### src/rtl/downlink_sequencer.sv
// Digital downlink sequencer: double-buffers channel 34/35 words and shifts
// out one order-bit + word1 + word2 + gap frame per DKSTRT, one bit per DKBSNC.
module downlink_sequencer #(
  parameter int unsigned GAP_BITS  = 7,
  parameter int unsigned WORD_BITS = 16
) (
  input  logic                 CLOCK,
  input  logic                 rst_,
  input  logic                 GOJAM,
  input  logic                 WCH34_,
  input  logic                 WCH35_,
  input  logic [WORD_BITS-1:0] CHWL_,
  input  logic                 DKSTRT,
  input  logic                 DKBSNC,
  output logic                 DKDATA,
  output logic                 DKDAT_,
  output logic                 ORDRBT,
  output logic [4:0]           DKCTR,
  output logic                 BUSY,
  output logic                 DNRPT,
  output logic                 SYNERR
);

  typedef enum logic [2:0] {IDLE, ORDER, WORD1, WORD2, GAP} state_t;

  localparam logic [4:0] CTR_TOP = 5'(WORD_BITS - 1);
  localparam logic [4:0] GAP_TOP = 5'((GAP_BITS == 0) ? 0 : GAP_BITS - 1);

  state_t               state, state_n;
  logic [WORD_BITS-1:0] buf34, buf35, sr1, sr2, sr1_n, sr2_n;
  logic                 v34, v35, ordbit, ordbit_n;
  logic                 latch, dnrpt_n, data_n;
  logic [4:0]           ctr_n;

  always_comb begin
    state_n = state;
    ctr_n   = DKCTR;
    latch   = 1'b0;
    dnrpt_n = 1'b0;
    case (state)
      IDLE: begin
        // A simultaneous DKBSNC is deliberately ignored here.
        if (DKSTRT) begin
          state_n = ORDER;
          ctr_n   = '0;
          latch   = 1'b1;
        end
      end
      ORDER: begin
        if (DKBSNC) begin
          state_n = WORD1;
          ctr_n   = CTR_TOP;
        end
      end
      WORD1: begin
        if (DKBSNC) begin
          if (DKCTR == '0) begin
            state_n = WORD2;
            ctr_n   = CTR_TOP;
          end else begin
            ctr_n = DKCTR - 5'd1;
          end
        end
      end
      WORD2: begin
        if (DKBSNC) begin
          if (DKCTR == '0) begin
            dnrpt_n = 1'b1;
            if (GAP_BITS == 0) begin
              state_n = IDLE;
              ctr_n   = '0;
            end else begin
              state_n = GAP;
              ctr_n   = GAP_TOP;
            end
          end else begin
            ctr_n = DKCTR - 5'd1;
          end
        end
      end
      GAP: begin
        if (DKBSNC) begin
          if (DKCTR == '0) begin
            state_n = IDLE;
            ctr_n   = '0;
          end else begin
            ctr_n = DKCTR - 5'd1;
          end
        end
      end
      default: begin
        state_n = IDLE;
        ctr_n   = '0;
      end
    endcase
  end

  // Output bit is derived from next-state values so DKDATA can be registered.
  always_comb begin
    sr1_n    = latch ? buf34 : sr1;
    sr2_n    = latch ? buf35 : sr2;
    ordbit_n = latch ? (v34 & v35) : ordbit;
    data_n   = 1'b0;
    case (state_n)
      ORDER:   data_n = ordbit_n;
      WORD1:   data_n = sr1_n[ctr_n[3:0]];
      WORD2:   data_n = sr2_n[ctr_n[3:0]];
      default: data_n = 1'b0;
    endcase
  end

  always_ff @(posedge CLOCK) begin
    if (!rst_ || GOJAM) begin
      state  <= IDLE;
      buf34  <= '0;
      buf35  <= '0;
      sr1    <= '0;
      sr2    <= '0;
      v34    <= 1'b0;
      v35    <= 1'b0;
      ordbit <= 1'b0;
      DKCTR  <= '0;
      DKDATA <= 1'b0;
      DKDAT_ <= 1'b1;
      ORDRBT <= 1'b0;
      BUSY   <= 1'b0;
      DNRPT  <= 1'b0;
      SYNERR <= 1'b0;
    end else begin
      state  <= state_n;
      sr1    <= sr1_n;
      sr2    <= sr2_n;
      ordbit <= ordbit_n;
      DKCTR  <= ctr_n;
      DKDATA <= data_n;
      DKDAT_ <= ~data_n;
      ORDRBT <= (state_n == ORDER);
      BUSY   <= (state_n != IDLE);
      DNRPT  <= dnrpt_n;
      if (!WCH34_) buf34 <= ~CHWL_;
      if (!WCH35_) buf35 <= ~CHWL_;
      // A write in the latch cycle wins over the latch clearing the flag.
      if (!WCH34_)    v34 <= 1'b1;
      else if (latch) v34 <= 1'b0;
      if (!WCH35_)    v35 <= 1'b1;
      else if (latch) v35 <= 1'b0;
      if (DKSTRT && state != IDLE) SYNERR <= 1'b1;
    end
  end

endmodule

### config.mk
export PLATFORM = sky130hd
export DESIGN_NAME = downlink_sequencer
export DESIGN_NICKNAME = d
export VERILOG_FILES = /design/src/rtl/downlink_sequencer.sv
export SDC_FILE = /design/constraint.sdc
export NUM_CORES = 1
export LEC_CHECK = 0
export ABC_AREA = 1
export CORE_ASPECT_RATIO = 0.6
export CORE_MARGIN = 5
export CORE_UTILIZATION = 40
export CTS_BUF_LIST = sky130_fd_sc_hd__clkbuf_4
export CTS_CLUSTER_SIZE = 16
export DETAILED_ROUTE_END_ITERATION = 10
export HOLD_SLACK_MARGIN = 0.03
export PLACE_DENSITY = 0.68
export SLEW_MARGIN = 15
export SYNTH_ARGS = -nofsm -noshare
export SYNTH_HDL_FRONTEND = slang
export SYNTH_SLANG_ARGS = --single-unit
### constraint.sdc
create_clock -name CLOCK -period 2.65 [get_ports CLOCK]
set_input_delay 0.53 -clock CLOCK [delete_from_list [all_inputs] [get_ports CLOCK]]
set_output_delay 0.53 -clock CLOCK [all_outputs]
set_load 0.005 [all_outputs]
==> flow_summary.json <==
{
  "final_cell_mix": "dfxtp_1 (81), nand3_1 (55), nand2_1 (53)",
  "synth_nets": 483,
  "hold_viol_final": 0,
  "cp_slowest_stage_delay_ns": 0.37,
  "tns_ns": 0,
  "fin_ws_ns": 0.352,
  "grt_usage_pct": 16.7,
  "cts_resized": 0,
  "place_inst": 594,
  "status": "completed",
  "p_leak_uw": 0.00171,
  "final_area_um2": 4110,
  "dieArea_um2": 10800,
  "final_cells": 610,
  "clock_latency_ns": 0.44,
  "cts_root_buffer": "clkbuf_4",
  "grt_max_degree": 47,
  "tightest_slew_ns": 0.796,
  "core_area_um2": 8520,
  "grt_pass1_wl_mm": 14.0,
  "dp_hpwl_mm": 6.04,
  "cts_tree": "done",
  "die_x_um": 131,
  "ant_nets": 0,
  "holdBufCountCts": 0,
  "syn2layout_area_growth_pct": 17.8,
  "hp-class": "flip-flop to flip-flop",
  "drtIter0Drc": 253,
  "setup_viol": 0,
  "vdd_ir_drop_max_uv": 292,
  "rows": 26,
  "cp_slowest_cell": "dfxtp_1",
  "postCtsSetupBuffers": 0,
  "dieHeight_um": 82.4,
  "worstPathArrival_ns": 2.65,
  "rsz0062_at_grt": "false",
  "drive_gt1_share_pct": 11.2,
  "synth_area_per_cell_um2": 7.62,
  "syn_area_um2": 3490,
  "synth_area_leader_cell": "dfxtp_1",
  "drc": 0,
  "antennaDiodeCount": 0,
  "first_global_vias": 2865,
  "pre_cts_ws_ns": 0.127,
  "nets": 518,
  "gp_congestion": 0.915,
  "multiInputGateArea_um2": 1590,
  "critPathLaunchType": "flip-flop",
  "htree_levels": 3,
  "start_util_pct": 41.0,
  "fill_cells": 857,
  "crit_type": "flip-flop to flip-flop",
  "crit_buf_inv": 2,
  "period_needed_ns": 2.30,
  "routed_wirelength_mm": 8.34,
  "cts_sinks": 81,
  "period_share_pct": 86.7,
  "cpMostUsedCell": "nand2_1",
  "ys_ff_latch": 81,
  "layout_commonest_cell": "dfxtp_1",
  "cts_buffer_depth": 2,
  "ys_top_cells_by_area": "dfxtp_1 (46%), nand3_1 (7.9%), o21ai_0 (6.9%)",
  "yosysTopAreaCellShare_pct": 46.4,
  "worst_setup_path_end_kind": "flip-flop",
  "seqCellArea_um2": 1620,
  "port_buffers": 33,
  "synth.distinct_cells": 33,
  "ys_seq_area_share_pct": 46.4,
  "worst-endpoint-required_ns": 3.01,
  "firstDrtPassIters": 5,
  "yosys_warnings": 0,
  "worstPathMaxFanout": 5,
  "cap_violations": 0,
  "antenna_found_initial": 0,
  "fin_skew_ns": 0.0168,
  "cp_cell_sequence": "inv_1 -> ha_1 -> nand2_1 -> nor2_1 -> nand2_1 -> nand2_1 -> nand2_1 -> nand2_1 -> o31ai_1 -> nand3_1 -> nand3_1 -> nand3_1 -> nand2_1 -> nand2_1 -> nand3_2 -> nand2_2 -> inv_2",
  "clk_pin_slew_worst_paths_ns": 0.13,
  "grt-ovfl-total": 0,
  "p_per_area_nw_per_um2": 585,
  "maxSlewViolCount": 0,
  "numCtsBuffers": 9,
  "synth_cells": 458,
  "clock.fmax_mhz": 435,
  "io_pins": 34,
  "path_delay_family": "simple AND/OR/NAND/NOR gates",
  "placed_area_um2": 3960,
  "vias_per_cell": 5.09,
  "slew_headroom_pct": 46.9,
  "num_vias": 3102,
  "routedWlPerCell_um": 13.7
}
-- worst min-delay path: cells and delay by family, from the launching register on --
kind | cells | cell delay, ns
DFF | 1 | 0.35
and+or+nand+nor | 1 | 0.07
AOI/OAI and AO/OA | 1 | 0.04
-- logic make-up (layout without fill, tap and decap cells) --
logic type,Yosys count,in the layout,synth area share (%)
AOI/OAI and AO/OA,113,113,17.4
muxes,5,5,1.43
adders and majority gates,2,2,0.716
and+or+nand+nor,193,193,25.7
buffers and inverters,63,103,8.03
xor gates and xnor gates,1,1,0.251
DFF,81,81,46.4
-- through the flow --
step | total power (µW) | hold slack (ns) | utilization [%]
3_3_place_gp | 1620 | 0.456 | 46.4
2_1_floorplan | 1510 | 0.439 | -
6_report | 2410 | 0.484 | 48.3
4_1_cts | 2430 | 0.491 | 48.3
5_1_grt | 2540 | 0.500 | 48.3
3_5_place_dp | 1620 | 0.467 | 46.4
-- area by class of cell --
class / instances / share of cell area (%)
Multi-Input combinational cell: 314 / 38.7
Clock buffer: 10 / 1.82
Timing Repair Buffer: 48 / 11.1
Tap cell: 112 / 3.41
Inverter: 39 / 3.56
Clock inverter: 6 / 2.01
Sequential cell: 81 / 39.4
-- power breakdown --
part / switching (µW) / internal (µW)
Sequential: 18.2 / 1260
Clock: 420 / 388
Combinational: 191 / 128
Total: 630 / 1780
-- metal layers --
layer / routed length (µm) / GRT usage (%) / vias to the layer above
met3: 552 / 6.17 / 13
met5: 0 / 0 / -
met2: 3260 / 23.0 / 69
li1: - / - / 1587
met1: 4420 / 23.9 / 1433
met4: 120 / 5.13 / 0
-- worst paths after layout --
kind / to / slack (ns) / cells after the start / startpoint
hold / removal: SYNERR$_SDFFE_PP0P_ / 0.48 / 2 / SYNERR$_SDFFE_PP0P_
setup / recovery: DKDATA$_SDFF_PP0_ / 0.35 / 17 / DKCTR[0]$_SDFF_PP0_
setup reg to reg: DKDATA$_SDFF_PP0_ / 0.35 / 17 / DKCTR[0]$_SDFF_PP0_
hold reg to reg: SYNERR$_SDFFE_PP0P_ / 0.48 / 2 / SYNERR$_SDFFE_PP0P_
-- sequential cells by signal, indices dropped and copies added, names as in the netlist, 3 cells and up --
register / count
state: 3
sr1: 16
DKCTR: 5
buf35: 16
buf34: 16
sr2: 16
-- Yosys cell counts --
library cell	number
nor2_2	3
clkbuf_1	13
or2_0	12
o21ai_2	5
inv_1	34
a21o_1	1
nand3_2	1
buf_1	1
xor2_1	1
o21ai_0	48
nor3_1	3
nand4_1	1
a22oi_1	1
dfxtp_1	81
a31oi_1	2
ha_1	2
o211ai_1	1
nor2_4	3
or2_1	4
o21ai_1	13
mux2i_1	5
a21oi_1	38
nand2_4	2
nor2_1	53
a21oi_2	2
nand2_2	3
buf_6	5
nand3_1	55
o31ai_1	1
nand2_1	53
o2111ai_1	1
buf_2	5
inv_2	5
Power figures use the tool's default switching activity.
